===== config.mk =====
export PLATFORM = sky130hd
export DESIGN_NAME = alu_op_sequencer_flat
export DESIGN_NICKNAME = d
export VERILOG_FILES = /design/src/rtl/alu_op_sequencer_if.sv /design/src/rtl/alu_op_sequencer.sv /design/src/flat_wrapper.sv
export SDC_FILE = /design/constraint.sdc
export NUM_CORES = 1
export LEC_CHECK = 0
export ABC_AREA = 0
export BUFFER_PORTS_ARGS = -buffer_cell sky130_fd_sc_hd__buf_2
export CAP_MARGIN = 20
export CORE_MARGIN = 2
export CORE_UTILIZATION = 60
export DETAILED_ROUTE_END_ITERATION = 6
export GPL_TIMING_DRIVEN = 0
export PLACE_DENSITY = 0.82
export SKIP_LAST_GASP = 1
export SLEW_MARGIN = 20
export SYNTH_ARGS = -nofsm -noshare
export SYNTH_HDL_FRONTEND = slang
export SYNTH_SLANG_ARGS = --single-unit

===== constraint.sdc =====
create_clock -name clk -period 4.6 [get_ports clk]
set_input_delay 0.23 -clock clk [delete_from_list [all_inputs] [get_ports clk]]
set_output_delay 0.23 -clock clk [all_outputs]
set_load 0.005 [all_outputs]

===== src/rtl/alu_op_sequencer_if.sv =====
`timescale 1ns/1ps
// alu_op_sequencer_if
// Bundles the sequencer's two buses:
//   ALU side     : alu_a, alu_b, alu_select (to ALU), f_in (from ALU)
//   display side : result, result_valid, busy, op_count (to BCD/7-seg/VGA path)
// master = the sequencer, slave = the ALU plus display consumers.
interface alu_op_sequencer_if;
   logic [3:0] alu_a;
   logic [3:0] alu_b;
   logic [1:0] alu_select;
   logic [7:0] f_in;
   logic [7:0] result;
   logic       result_valid;
   logic       busy;
   logic [7:0] op_count;

   modport master (
      output alu_a,
      output alu_b,
      output alu_select,
      input  f_in,
      output result,
      output result_valid,
      output busy,
      output op_count
   );

   modport slave (
      input  alu_a,
      input  alu_b,
      input  alu_select,
      output f_in,
      input  result,
      input  result_valid,
      input  busy,
      input  op_count
   );
endinterface


===== src/rtl/alu_op_sequencer.sv =====
`timescale 1ns/1ps
// alu_op_sequencer
// Drives the 4-bit signed ALU from the board switches. A launch comes either
// from a debounced pushbutton press (manual, operation code from sw_sel) or
// from a periodic tick in demo mode (operation code steps 0,1,2,3,0,...).
// Operands are held stable, the ALU latency is waited out, and the 8-bit
// result is captured with a one-cycle valid strobe.
//
// Ports:
//   clk      system clock (50 MHz)
//   ar       asynchronous active-low reset, release synchronised internally
//   key_n    raw active-low pushbutton, asynchronous to clk
//   auto_en  1 = demo mode (auto launches), 0 = manual launches only
//   sw_a     operand A switches (two's complement)
//   sw_b     operand B switches (two's complement)
//   sw_sel   operation code switches (manual launches)
//   bus      master side of alu_op_sequencer_if (ALU and display buses)
//
// ALU_LAT must lie in 1..15; AUTO_PERIOD must be at least ALU_LAT+3.
//
// state   | meaning
// --------+-----------------------------------------------------------
// S_IDLE  | waiting for a press event or an auto tick
// S_LOAD  | one cycle: register operands/opcode towards the ALU
// S_WAIT  | ALU_LAT cycles while the ALU pipeline settles
// S_CAPT  | one cycle: f_in is valid, strobe result_valid, count op
module alu_op_sequencer #(
   parameter int DEBOUNCE_CYCLES = 500000,
   parameter int ALU_LAT         = 2,
   parameter int AUTO_PERIOD     = 50000000
) (
   input  logic       clk,
   input  logic       ar,
   input  logic       key_n,
   input  logic       auto_en,
   input  logic [3:0] sw_a,
   input  logic [3:0] sw_b,
   input  logic [1:0] sw_sel,
   alu_op_sequencer_if.master bus
);

   localparam int DB_W = (DEBOUNCE_CYCLES > 1) ? $clog2(DEBOUNCE_CYCLES) : 1;
   localparam int AU_W = (AUTO_PERIOD > 1) ? $clog2(AUTO_PERIOD) : 1;

   localparam logic [DB_W-1:0] DB_LAST  = DB_W'(DEBOUNCE_CYCLES - 1);
   localparam logic [AU_W-1:0] AU_LAST  = AU_W'(AUTO_PERIOD - 1);
   localparam logic [3:0]      LAT_INIT = 4'(ALU_LAT - 1);

   typedef enum logic [1:0] {
      S_IDLE = 2'd0,
      S_LOAD = 2'd1,
      S_WAIT = 2'd2,
      S_CAPT = 2'd3
   } state_e;

   // ------------------------------------------------------------------
   // Reset: asserts asynchronously, releases two clk edges after ar rises
   // ------------------------------------------------------------------
   logic [1:0] rst_sync_q;
   logic [1:0] rst_sync_d;
   logic       rst_n;

   always_comb begin
      rst_sync_d = {rst_sync_q[0], 1'b1};
   end

   always_ff @(posedge clk or negedge ar) begin
      if (!ar) begin
         rst_sync_q <= 2'b00;
      end else begin
         rst_sync_q <= rst_sync_d;
      end
   end

   assign rst_n = rst_sync_q[1];

   // ------------------------------------------------------------------
   // Registers
   // ------------------------------------------------------------------
   logic            key_s1_q,      key_s1_d;
   logic            key_s2_q,      key_s2_d;
   logic            key_db_q,      key_db_d;
   logic            key_db_prev_q, key_db_prev_d;
   logic [DB_W-1:0] db_cnt_q,      db_cnt_d;
   logic [AU_W-1:0] auto_cnt_q,    auto_cnt_d;
   state_e          state_q,       state_d;
   logic            src_auto_q,    src_auto_d;
   logic [3:0]      lat_cnt_q,     lat_cnt_d;
   logic [3:0]      alu_a_q,       alu_a_d;
   logic [3:0]      alu_b_q,       alu_b_d;
   logic [1:0]      alu_select_q,  alu_select_d;
   logic [7:0]      result_q,      result_d;
   logic [7:0]      op_count_q,    op_count_d;
   logic            busy_q,        busy_d;

   logic press;
   logic auto_run;
   logic auto_tick;

   // ------------------------------------------------------------------
   // Key synchroniser and debouncer
   // ------------------------------------------------------------------
   always_comb begin
      key_s1_d      = key_n;
      key_s2_d      = key_s1_q;
      key_db_d      = key_db_q;
      key_db_prev_d = key_db_q;
      db_cnt_d      = '0;
      // Any cycle where the synchronised level agrees with the debounced
      // level restarts the count, so only an unbroken run of the new level
      // is accepted.
      if (key_s2_q != key_db_q) begin
         if (db_cnt_q == DB_LAST) begin
            key_db_d = key_s2_q;
         end else begin
            db_cnt_d = db_cnt_q + DB_W'(1);
         end
      end
   end

   assign press = key_db_prev_q & ~key_db_q;

   // ------------------------------------------------------------------
   // Auto tick: only counts while idle in demo mode
   // ------------------------------------------------------------------
   assign auto_run  = auto_en && (state_q == S_IDLE);
   assign auto_tick = auto_run && (auto_cnt_q == AU_LAST);

   // ------------------------------------------------------------------
   // Sequencer FSM: next state and datapath updates
   // ------------------------------------------------------------------
   always_comb begin
      state_d      = state_q;
      auto_cnt_d   = '0;
      src_auto_d   = src_auto_q;
      lat_cnt_d    = lat_cnt_q;
      alu_a_d      = alu_a_q;
      alu_b_d      = alu_b_q;
      alu_select_d = alu_select_q;
      result_d     = result_q;
      op_count_d   = op_count_q;
      busy_d       = busy_q;

      unique case (state_q)
         S_IDLE: begin
            // A press takes priority over a coincident tick; leaving IDLE
            // also leaves the auto counter at zero.
            if (press) begin
               src_auto_d = 1'b0;
               state_d    = S_LOAD;
            end else if (auto_tick) begin
               src_auto_d = 1'b1;
               state_d    = S_LOAD;
            end else if (auto_run) begin
               auto_cnt_d = auto_cnt_q + AU_W'(1);
            end
         end

         S_LOAD: begin
            alu_a_d      = sw_a;
            alu_b_d      = sw_b;
            alu_select_d = src_auto_q ? (alu_select_q + 2'd1) : sw_sel;
            busy_d       = 1'b1;
            lat_cnt_d    = LAT_INIT;
            state_d      = S_WAIT;
         end

         S_WAIT: begin
            if (lat_cnt_q == 4'd0) begin
               state_d = S_CAPT;
            end else begin
               lat_cnt_d = lat_cnt_q - 4'd1;
            end
         end

         S_CAPT: begin
            result_d   = bus.f_in;
            op_count_d = op_count_q + 8'd1;
            busy_d     = 1'b0;
            state_d    = S_IDLE;
         end

         default: begin
            state_d = S_IDLE;
         end
      endcase
   end

   always_ff @(posedge clk or negedge rst_n) begin
      if (!rst_n) begin
         key_s1_q      <= 1'b1;
         key_s2_q      <= 1'b1;
         key_db_q      <= 1'b1;
         key_db_prev_q <= 1'b1;
         db_cnt_q      <= '0;
         auto_cnt_q    <= '0;
         state_q       <= S_IDLE;
         src_auto_q    <= 1'b0;
         lat_cnt_q     <= 4'd0;
         alu_a_q       <= 4'd0;
         alu_b_q       <= 4'd0;
         alu_select_q  <= 2'd0;
         result_q      <= 8'd0;
         op_count_q    <= 8'd0;
         busy_q        <= 1'b0;
      end else begin
         key_s1_q      <= key_s1_d;
         key_s2_q      <= key_s2_d;
         key_db_q      <= key_db_d;
         key_db_prev_q <= key_db_prev_d;
         db_cnt_q      <= db_cnt_d;
         auto_cnt_q    <= auto_cnt_d;
         state_q       <= state_d;
         src_auto_q    <= src_auto_d;
         lat_cnt_q     <= lat_cnt_d;
         alu_a_q       <= alu_a_d;
         alu_b_q       <= alu_b_d;
         alu_select_q  <= alu_select_d;
         result_q      <= result_d;
         op_count_q    <= op_count_d;
         busy_q        <= busy_d;
      end
   end

   // ------------------------------------------------------------------
   // Outputs
   // ------------------------------------------------------------------
   assign bus.alu_a        = alu_a_q;
   assign bus.alu_b        = alu_b_q;
   assign bus.alu_select   = alu_select_q;
   assign bus.busy         = busy_q;
   assign bus.op_count     = op_count_q;
   assign bus.result_valid = (state_q == S_CAPT);
   // During the capture cycle f_in is forwarded so the strobe and the new
   // result appear together; afterwards the registered copy holds it.
   assign bus.result       = (state_q == S_CAPT) ? bus.f_in : result_q;

endmodule

===== src/flat_wrapper.sv =====
// flat-port wrapper written by rule: the top's interface ports become plain ports
module alu_op_sequencer_flat 
#(
   parameter int DEBOUNCE_CYCLES = 500000,
   parameter int ALU_LAT         = 2,
   parameter int AUTO_PERIOD     = 50000000
)
  (clk, ar, key_n, auto_en, sw_a, sw_b, sw_sel, bus_alu_a, bus_alu_b, bus_alu_select, bus_f_in, bus_result, bus_result_valid, bus_busy, bus_op_count);
  alu_op_sequencer_if bus_i ();
  input  logic clk;
  input  logic ar;
  input  logic key_n;
  input  logic auto_en;
  input  logic [3:0] sw_a;
  input  logic [3:0] sw_b;
  input  logic [1:0] sw_sel;
  output wire logic [$bits(bus_i.alu_a)-1:0] bus_alu_a;
  output wire logic [$bits(bus_i.alu_b)-1:0] bus_alu_b;
  output wire logic [$bits(bus_i.alu_select)-1:0] bus_alu_select;
  input wire logic [$bits(bus_i.f_in)-1:0] bus_f_in;
  output wire logic [$bits(bus_i.result)-1:0] bus_result;
  output wire logic [$bits(bus_i.result_valid)-1:0] bus_result_valid;
  output wire logic [$bits(bus_i.busy)-1:0] bus_busy;
  output wire logic [$bits(bus_i.op_count)-1:0] bus_op_count;
  assign bus_alu_a = bus_i.alu_a;
  assign bus_alu_b = bus_i.alu_b;
  assign bus_alu_select = bus_i.alu_select;
  assign bus_i.f_in = bus_f_in;
  assign bus_result = bus_i.result;
  assign bus_result_valid = bus_i.result_valid;
  assign bus_busy = bus_i.busy;
  assign bus_op_count = bus_i.op_count;
  alu_op_sequencer #(.DEBOUNCE_CYCLES(DEBOUNCE_CYCLES), .ALU_LAT(ALU_LAT), .AUTO_PERIOD(AUTO_PERIOD)) u_core (.clk(clk), .ar(ar), .key_n(key_n), .auto_en(auto_en), .sw_a(sw_a), .sw_b(sw_b), .sw_sel(sw_sel), .bus(bus_i));
endmodule

# After elaboration in Yosys (flattened, before gate mapping)
# Index checks and enable logic that the tools add are counted.
totals:
  elab_cells: 60
  register_bits: 85
  input_bits: 22
classes:
  n_reduce_logical: 11
  eq_ne: 9
  n_bitwise: 2
  addsub: 5
  muxes: 17
ops:
  columns: ["cell", "n"]
  rows:
  - ["two-way mux 26 bit", 4]
  - ["two-way mux 19 bit", 2]
  - ["adder 26 x 1 -> 26 bit, second input constant", 1]
  - ["== test 26 bit, second input constant", 1]
  - ["adder 19 x 1 -> 19 bit, second input constant", 1]
  - ["== test 19 bit, second input constant", 1]
  - ["adder 8 x 1 -> 8 bit, second input constant", 1]
  - ["two-way mux 2 bit", 4]
  - ["two-way mux 8 bit", 1]
  - ["case mux 2 bit (4 select lines)", 1]
  - ["case mux 4 bit (2 select lines)", 1]
  - ["AND reduction 2 bit", 4]
  - ["nonzero test 2 bit", 3]
  - ["== test 2 bit, second input constant", 2]
  - ["logical NOT 4 bit", 1]
  - ["two-way mux 4 bit", 1]
  - ["subtractor 4 x 1 -> 4 bit, second input constant", 1]
  - ["inequality test 3 x 1 -> 1 bit, second input constant", 1]
  - ["adder 2 x 1 -> 2 bit, second input constant", 1]
  - ["== test 2 x 1 -> 1 bit, second input constant", 1]
  - ["logical AND 1 bit", 2]
  - ["logical NOT 2 bit", 1]
  - ["two-way mux 1 bit", 2]
  - ["inequality test 2 x 1 -> 1 bit, second input constant", 1]
  - ["other kinds (5)", 5]

# Longest topological paths before layout
# Gate-level depths: netlist of run 1.
depth:
  depth_word: 6
  depth_mapped: 7
  ltp_nobuf: 6

# Least setup slack after synthesis of run 1
# OpenSTA, ideal clock, no wires.
synth_path:
  kind: "register to register"
  start: "reg u_core.state_q[0]"
  end: "reg u_core.auto_cnt_q[2]"
  stages_incl_launch_ff: 8
  setup_ns: 0.136
  t_arrival_ns: 1.808
  path_slack_ns: 2.656
  path_cell_list: "dfrtp_1 > inv_1 > ha_1 > nor4bb_1 > nand3_1 > nor3_2 > buf_2 > nor3_1"
synth_via:
  elab_chain_len: 6
synth_lines:
  columns: ["element", "line_no", "text"]
  rows:
  - ["from (decl)", "alu_op_sequencer.sv:86", "state_e state_q, state_d;"]
  - ["from (signal assigned)", "alu_op_sequencer.sv:213", "state_q <= state_d;"]
  - ["logical NOT 2 bit (*)", "alu_op_sequencer.sv:126, alu_op_sequencer.sv:144", null]
  - ["logical AND 1 bit", "alu_op_sequencer.sv:126", "assign auto_run = auto_en && (state_q == S_IDLE);"]
  - ["two-way mux 26 bit or logical AND 1 bit (tied branches)", "alu_op_sequencer.sv:154, alu_op_sequencer.sv:127", null]
  - ["two-way mux 26 bit", "alu_op_sequencer.sv:151", "end else if (auto_tick) begin"]
  - ["two-way mux 26 bit", "alu_op_sequencer.sv:148", "if (press) begin"]
  - ["two-way mux 26 bit (*)", "alu_op_sequencer.sv:144", "unique case (state_q)"]
  - ["net u_core.auto_cnt_d[2]", "alu_op_sequencer.sv:85", "logic [AU_W-1:0] auto_cnt_q, auto_cnt_d;"]
  - ["to (signal assigned)", "alu_op_sequencer.sv:212", "auto_cnt_q <= auto_cnt_d;"]
  - ["to (decl)", "alu_op_sequencer.sv:85", null]
# The timed path passes the listed nets; every way through them passes the cells marked *.
# A chain may end at the register's enable or synchronous reset.

# Worst setup path after layout of run 1
layout_path:
  start: "reg u_core.state_q[0]"
  end: "reg u_core.auto_cnt_q[5]"
# The elaborated chain is that of the path after synthesis.

==> flow_summary.json, run 1 <==
{
  "worst_clock_skew_ns": 0.00830,
  "maxClockFrequency_mhz": 389,
  "cts_root_buf": "sky130_fd_sc_hd__clkbuf_8",
  "clock-sinks": 85,
  "boundaryPins": 50,
  "vias": 3069,
  "report.final.hold_viol_count": 0,
  "total_drc_errors_in_the_routed_layout": 0,
  "period_minus_slack_ns": 2.57,
  "synth_area_um2": 4070,
  "cts_hold_buf": 2,
  "die_h_um": 86.3,
  "placeableCoreArea_um2": 6680,
  "grt_setup_unrepaired": "no",
  "detail-route-antenna-nets": 0,
  "finalNetCount": 467,
  "totalNegativeSetupSlack_ns": 0,
  "tritoncts": "yes",
  "largest_net_degree_at_the_start_of_global_routing": 51,
  "drive_gt1_share_pct": 24.4,
  "vias_in_the_first_global_route": 3114,
  "cts-htree-levels": 3,
  "synth_sequential_area_ratio_pct": 52.4,
  "ir_drop_mv": 0.156,
  "io_buffers": 49,
  "static-leakage-power_nw": 2.07,
  "layout_worst_path_cycle_share_pct": 55.9,
  "area_growth_pct": 14.2,
  "cts_setup_buffers": 0,
  "crit_path_start_kind": "register",
  "yosysWarningCount": 0,
  "drv_slew": 0,
  "route.detailed.vias_per_inst": 5.91,
  "final_core_occ_pct": 69.5,
  "crit_arrival_ns": 2.78,
  "criticalPathCategory": "reg2reg",
  "worst_setup_hold_path_clk_slew_ns": 0.09,
  "max-slew-margin-rel_pct": 47.5,
  "routabilityCongestion": 0.836,
  "tightest_slew_ns": 0.784,
  "synth_enable_flop_cells": 0,
  "critical_path_required_ns": 4.81,
  "synth_nets": 404,
  "status": "completed",
  "cts-root-to-sink-buffers": 2,
  "detail_route.first_pass.iterations": 5,
  "initial_utilization_pct": 60.9,
  "gr-total-overflow": 0,
  "finalWirelength_um": 8080,
  "insertedDiodeCount": 0,
  "syn_inst": 371,
  "pwrdens_nw_per_um2": 281,
  "critical_path.max_fanout": 10,
  "clk-insertion-delay-late_ns": 0.35,
  "number_of_antenna_violations_at_the_first_check_in_global_routing": 0,
  "final-seq-area_um2": 2140,
  "die_area_um2": 7450,
  "syn-mean-instance-area_um2": 11.0,
  "timing.max_cap.violations": 0,
  "setup-violations-final": 0,
  "placement_rows": 30,
  "post_drt_wl_per_cell_um": 15.6,
  "cts_repair_resize_count": 0,
  "die_x_um": 86.3,
  "register_bit_count_reported_by_yosys": 85,
  "grt_usage_pct": 23.1,
  "synthDistinctLibCells": 49,
  "dr.first_iter.drc_count": 187,
  "filler_cells": 493,
  "timing.hold.worst.class": "in2reg",
  "post-dp-hpwl_um": 5700,
  "cts_inserted_buffers": 9,
  "area_of_the_multi_input_gates_um2": 1820,
  "worstSetupEndpointType": "register",
  "global_route_wire_length_before_repair_um": 13600,
  "postSynth.topFlopCell": "sky130_fd_sc_hd__dfrtp_1",
  "synth_async_sr_flop_share_pct": 100
}
[through the flow]
stage / instances / power (mW) / setup WS, ns / hold WS (ns) / instance area [um2]
after floorplan: 371 / 0.807 / 2.06 / -0.0656 / 4070
after global placement: 500 / 0.828 / 1.20 / 0.0153 / 4410
after detailed placement: 501 / 0.833 / 2.09 / 0.0203 / 4440
after CTS: 519 / 1.32 / 2.07 / 0.0962 / 4640
after global routing: 519 / 1.36 / 1.87 / 0.0977 / 4640
final: 519 / 1.31 / 2.03 / 0.107 / 4640
[layout by cell type, fill, tap and decap left out, types with 3 or more instances in the layout]
cell,Yosys,routed
sky130_fd_sc_hd__mux2_2,18,18
sky130_fd_sc_hd__nand4_1,12,12
sky130_fd_sc_hd__nand3_1,23,23
sky130_fd_sc_hd__and4_1,4,4
sky130_fd_sc_hd__a21oi_1,5,5
sky130_fd_sc_hd__nor2_1,23,23
sky130_fd_sc_hd__clkbuf_8,0,11
sky130_fd_sc_hd__nand2_1,19,19
sky130_fd_sc_hd__inv_1,13,13
sky130_fd_sc_hd__and2_1,3,3
sky130_fd_sc_hd__dfrtp_1,81,80
sky130_fd_sc_hd__buf_2,4,53
sky130_fd_sc_hd__and3_1,5,5
sky130_fd_sc_hd__xor2_1,16,16
sky130_fd_sc_hd__or4_1,3,3
sky130_fd_sc_hd__buf_4,3,3
sky130_fd_sc_hd__a211oi_1,13,13
sky130_fd_sc_hd__o31ai_1,5,5
sky130_fd_sc_hd__dfstp_2,4,4
sky130_fd_sc_hd__or3_1,14,14
sky130_fd_sc_hd__ha_1,11,11
sky130_fd_sc_hd__clkbuf_1,4,4
sky130_fd_sc_hd__nor4_1,7,7
sky130_fd_sc_hd__o21ai_0,17,17
sky130_fd_sc_hd__nor3_1,17,17
sky130_fd_sc_hd__xnor2_1,18,18
[path summary, 6_finish.rpt]
path / startpoint / endpoint / slack (ns) / depth (start not counted)
worst max-delay path: u_core.state_q[0] / u_core.auto_cnt_q[5] / 2.03 / 7
worst min-delay path: sw_b[2] / u_core.bus.alu_b[2] / 0.11 / 2
worst max register to register: u_core.state_q[0] / u_core.auto_cnt_q[5] / 2.03 / 7
worst min register to register: u_core.rst_sync_q[1] / u_core.auto_cnt_q[6] / 0.36 / 0
max in group asynchronous: u_core.rst_sync_q[1] / u_core.key_db_prev_d / 3.56 / 1
min in group asynchronous: ar / u_core.rst_sync_q[1] / 0.19 / 2
[worst max-delay path, stage by stage (launching register included)]
cell	delay [ns]
sky130_fd_sc_hd__dfrtp_1	0.41
sky130_fd_sc_hd__inv_1	0.15
sky130_fd_sc_hd__ha_1	0.28
sky130_fd_sc_hd__nor4bb_1	0.27
sky130_fd_sc_hd__nand3_1	0.19
sky130_fd_sc_hd__nor3_2	0.68
sky130_fd_sc_hd__buf_2	0.35
sky130_fd_sc_hd__nor3_1	0.10
[cells in the mapped netlist (all sizes together) (2+ instances only)]
cell type,number,area [um2]
a211oi,13,97.6
a21oi,6,33.8
and2,3,18.8
and3,5,31.3
and4,5,46.3
buf,8,46.3
clkbuf,4,15.0
dfrtp,81,2030
dfstp,4,105
ha,11,138
inv,13,48.8
mux2,18,203
nand2,19,71.3
nand2b,2,12.5
nand3,24,125
nand4,15,121
nor2,23,86.3
nor3,18,95.1
nor4,7,43.8
nor4bb,2,20.0
o21ai,17,85.1
o31ai,6,58.8
or2,3,18.8
or3,14,87.6
or4,4,33.8
or4b,2,20.0
xnor2,18,158
xor2,16,140
[final cells by class]
| type | count | share of cell area [%] |
|---|---|---|
| tap | 80 | 2.16 |
| inverter | 13 | 1.05 |
| timing repair buffer | 52 | 6.15 |
| multi-input combinational | 261 | 39.3 |
| buffer | 12 | 1.32 |
| clock inverter | 5 | 0.755 |
| clock buffer | 11 | 3.26 |
| sequential | 85 | 46.0 |
[registers in the layout, indices dropped and copies added (netlist names)]
name / count
u_core.bus.alu_a: 4
u_core.bus.alu_select: 2
u_core.state_q: 2
u_core.key_s2_q: 1
u_core.key_db_prev_d: 1
u_core.bus.alu_b: 4
u_core.bus.op_count: 8
u_core.auto_cnt_q: 26
u_core.lat_cnt_q: 4
u_core.bus.busy: 1
u_core.db_cnt_q: 19
u_core.result_q: 8
u_core.key_db_prev_q: 1
u_core.src_auto_q: 1
u_core.key_s1_q: 1
u_core.rst_sync_q: 2
[metal layers]
metal | part of all wire, % | up-vias | track usage, % | routed length, um
li1 | - | 1467 | - | -
met1 | 45 | 1516 | 30.0 | 3640
met2 | 50 | 76 | 37.6 | 4020
met3 | 3.9 | 10 | 4.10 | 314
met4 | 1.3 | 0 | 11.4 | 101
met5 | 0 | - | 0 | 0
[power by group]
| part | switching [mW] | total, mW | internal, mW |
|---|---|---|---|
| clock | 0.262 | 0.488 | 0.226 |
| sequential | 0.0144 | 0.771 | 0.757 |
| combinational | 0.0259 | 0.0473 | 0.0214 |
[cell families (layout without fill, tap and decap cells)]
logic type      Yosys count  after routing  synth area share (%)
simple gates            149            149                  21.0
flops                    85             85                  52.4
compound gates           48             48                  8.06
xor+xnor                 34             34                  7.32
buf+inv                  25             93                  2.71
mux                      18             18                  4.98
fa+ha+maj                11             11                  3.38
other cells               1              1                0.0922
Note: power is estimated with default switching activity, not from simulation.
==> run 2: changes to the inputs <==
- ABC_AREA: 0 -> 1
- CORE_UTILIZATION: 60 -> 53
- PLACE_DENSITY: 0.82 -> 0.76
- clock period: 4.6 -> 2.1 ns (I/O delays scaled with it)
==> run 2 against run 1 <==
  * Combinational power grew to 3.1 times the previous value
  * Non-clock buffer count increased by 10
  * Die area is 19% higher
  * Wire length up 14%
  * First-iteration DRC count increased by 12%
  * Final cell count rose by 38%
  * Largest power group unchanged
==> flow_summary.json, run 2 <==
{
  "top_register": "u_core.auto_cnt_q",
  "largest_net_degree_at_the_start_of_global_routing": 52,
  "clk-insertion-delay-late_ns": 0.36,
  "static-leakage-power_nw": 2.40,
  "placeableCoreArea_um2": 7810,
  "drive_gt1_share_pct": 16.7,
  "drv_slew": 0,
  "die_area_um2": 8870,
  "worstHoldEndpoint": "u_core.bus.alu_select[1]",
  "filler_cells": 645,
  "yosysWarningCount": 0,
  "grt_usage_pct": 22.9,
  "rr_startpoint": "u_core.state_q[0]",
  "placement_rows": 32,
  "post_drt_wl_per_cell_um": 13.0,
  "number_of_flip_flops_in_the_largest_register": 26,
  "period_minus_slack_ns": 1.90,
  "number_of_antenna_violations_at_the_first_check_in_global_routing": 0,
  "route.detailed.vias_per_inst": 4.99,
  "postSynth.topFlopCell": "sky130_fd_sc_hd__dfrtp_1",
  "finalNetCount": 640,
  "hold_path_depth": 3,
  "largestRegisters": "u_core.auto_cnt_q: 26 flops, u_core.db_cnt_q: 19 flops",
  "synth_nets": 560,
  "gr-total-overflow": 0,
  "syn-mean-instance-area_um2": 8.17,
  "cp_slowest_stage_delay_ns": 0.43,
  "syn_inst": 527,
  "totalNegativeSetupSlack_ns": 0,
  "yosys.cell_count.top_type": "sky130_fd_sc_hd__nand2_1",
  "layout.cell_area.non_filler_um2": 5070,
  "die_x_um": 94.2,
  "report.final.hold_viol_count": 0,
  "cts-htree-levels": 3,
  "final-seq-area_um2": 2140,
  "insertedDiodeCount": 0,
  "die_h_um": 94.2,
  "layout.cells.most_common": "sky130_fd_sc_hd__nand2_1",
  "criticalPathCategory": "reg2reg",
  "worst-r2r-cell-count": 12,
  "placed_cells": 679,
  "clock-sinks": 85,
  "critPathSlowestCell": "sky130_fd_sc_hd__dfrtp_1",
  "cellInternalPower_mw": 2.18,
  "tritoncts": "yes",
  "instances_no_fill": 714,
  "post-dp-hpwl_um": 6520,
  "finalWirelength_um": 9250,
  "vias": 3563,
  "cts_inserted_buffers": 9,
  "boundaryPins": 50,
  "crit_path_start_kind": "register",
  "vias_in_the_first_global_route": 3568,
  "power.share.switching_pct": 24.9,
  "synthDistinctLibCells": 35,
  "area_growth_pct": 17.7,
  "critical_path.max_fanout": 10,
  "cts-root-to-sink-buffers": 2,
  "worstHoldStart": "sw_sel[1]",
  "reg2reg_to": "u_core.auto_cnt_q[14]",
  "finalHoldWorstSlack_ns": 0.0345,
  "io_buffers": 49,
  "worst_clock_skew_ns": 0.00881,
  "share_seq_of_total_power_pct": 58.7,
  "routabilityCongestion": 0.927,
  "dr.first_iter.drc_count": 209,
  "synth_async_sr_flop_share_pct": 100,
  "ir_drop_mv": 0.392,
  "total_switching_power_mw": 0.720,
  "most_numerous_cell_types_in_the_synthesized_netlist": "148 x sky130_fd_sc_hd__nand2_1, 86 x sky130_fd_sc_hd__nor2_1, 81 x sky130_fd_sc_hd__dfrtp_1",
  "status": "completed",
  "post-layout-total-power_mw": 2.90,
  "initial_utilization_pct": 55.2,
  "global_route_wire_length_before_repair_um": 15900,
  "detail_route.first_pass.iterations": 4,
  "grt_setup_unrepaired": "no",
  "netlist.top_cell.by_area": "sky130_fd_sc_hd__dfrtp_1",
  "worst_path_dominant_cell_family": "simple AND/OR/NAND/NOR gates",
  "crit_path_start": "u_core.state_q[0]",
  "maxClockFrequency_mhz": 527,
  "worst_setup_hold_path_clk_slew_ns": 0.09,
  "p_clk_share_pct": 36.3,
  "cp_num_buf_inv": 3,
  "cts_root_buf": "sky130_fd_sc_hd__clkbuf_8",
  "synth_enable_flop_cells": 0,
  "timing.max_cap.violations": 0,
  "critical_path.cell_chain": "inv_1, ha_1, nand2_1, inv_1, nand2_1, nor2_1, nand2_1, nor2_2, nor2_4, nand2_4, buf_12, nor2_2",
  "cts_setup_buffers": 0,
  "pwrdens_nw_per_um2": 571,
  "total_drc_errors_in_the_routed_layout": 0,
  "timing.hold.worst.class": "in2reg",
  "final_core_occ_pct": 65.0,
  "synth_area_um2": 4310,
  "layout_worst_path_cycle_share_pct": 90.4,
  "detail-route-antenna-nets": 0,
  "ys_top_cells_by_area": "sky130_fd_sc_hd__dfrtp_1 47%, sky130_fd_sc_hd__nand2_1 13%, sky130_fd_sc_hd__nor2_1 7.5%, sky130_fd_sc_hd__inv_1 4.6%, sky130_fd_sc_hd__xor2_1 4.1%",
  "worst_path_most_repeated_cell": "sky130_fd_sc_hd__nand2_1",
  "setup-violations-final": 0,
  "synthDominantCellAreaShare_pct": 47.1,
  "max-slew-margin-rel_pct": 56.8,
  "critical_path_required_ns": 2.34,
  "setup_slack_ns": 0.202,
  "crit_arrival_ns": 2.14,
  "register_bit_count_reported_by_yosys": 85,
  "post-place-ws_ns": 0.237,
  "pwr-share-comb_pct": 5.0,
  "layout_common_cells": "148 x sky130_fd_sc_hd__nand2_1, 86 x sky130_fd_sc_hd__nor2_1, 80 x sky130_fd_sc_hd__dfrtp_1, 53 x sky130_fd_sc_hd__inv_1, 49 x sky130_fd_sc_hd__buf_2",
  "placed_cell_area_um2": 4700,
  "worstSetupEndpointType": "register",
  "area_of_the_multi_input_gates_um2": 1930,
  "synth_sequential_area_ratio_pct": 49.5,
  "tightest_slew_ns": 0.648,
  "regToRegSetupSlack_ns": 0.20
}
-- run 2: final cells by class --
class / instances / area share, %
buffer: 5 / 0.715
inverter: 55 / 4.07
sequential: 85 / 42.1
clock buffer: 10 / 2.52
tap: 102 / 2.52
timing repair buffer: 69 / 8.98
clock inverter: 6 / 0.962
multi-input combinational: 382 / 38.1
-- run 2: what timing repair did --
item	CTS	global route
gates resized for setup	0	3
endpoints found under the setup margin	0	8
endpoints found under the hold margin	20	0
hold buffers	19	0
-- run 2: power by group through the flow --
stage / registers [mW] / logic [mW] / clock network (mW)
2_1_floorplan: 1.74 / 0.0509 / 0
3_3_place_gp: 1.74 / 0.0965 / 0
3_5_place_dp: 1.74 / 0.117 / 0
4_1_cts: 1.70 / 0.144 / 1.07
5_1_grt: 1.71 / 0.162 / 1.15
6_report: 1.70 / 0.146 / 1.05
-- run 2: per-layer routing --
| metal | GRT usage (%) | share of wire (%) | vias up |
|---|---|---|---|
| li1 | - | - | 1802 |
| met1 | 29.1 | 44 | 1665 |
| met2 | 37.8 | 50 | 80 |
| met3 | 5.78 | 4.5 | 16 |
| met4 | 8.21 | 2.0 | 0 |
| met5 | 0 | 0 | - |
-- run 2: cell families (layout without fill, tap and decap cells) --
| group | after synthesis | after routing | share of synthesized area (%) |
|---|---|---|---|
| other | 1 | 1 | 0.0870 |
| DFF | 85 | 85 | 49.5 |
| buffers and inverters | 60 | 145 | 5.61 |
| adders and majority gates | 11 | 11 | 3.19 |
| AOI/OAI and AO/OA | 26 | 26 | 3.43 |
| xor gates and xnor gates | 30 | 30 | 6.10 |
| and+or+nand+nor | 314 | 314 | 32.1 |
-- run 2: worst max-delay path by stage --
stage	end	slack (ns)	depth (start not counted)
floorplan	u_core.auto_cnt_q[14]	0.55	12
global placement	u_core.auto_cnt_q[20]	0.17	0
detailed placement	u_core.auto_cnt_q[14]	0.24	12
CTS	bus_result[5]	0.11	6
global route	bus_result[5]	0.02	6
finish	u_core.auto_cnt_q[14]	0.20	12
-- run 2: worst register-to-register path: stages (launching register included) --
cell,delay (ns)
sky130_fd_sc_hd__dfrtp_1,0.43
sky130_fd_sc_hd__inv_1,0.13
sky130_fd_sc_hd__ha_1,0.23
sky130_fd_sc_hd__nand2_1,0.11
sky130_fd_sc_hd__inv_1,0.07
sky130_fd_sc_hd__nand2_1,0.06
sky130_fd_sc_hd__nor2_1,0.08
sky130_fd_sc_hd__nand2_1,0.07
sky130_fd_sc_hd__nor2_2,0.15
sky130_fd_sc_hd__nor2_4,0.07
sky130_fd_sc_hd__nand2_4,0.17
sky130_fd_sc_hd__buf_12,0.17
sky130_fd_sc_hd__nor2_2,0.04
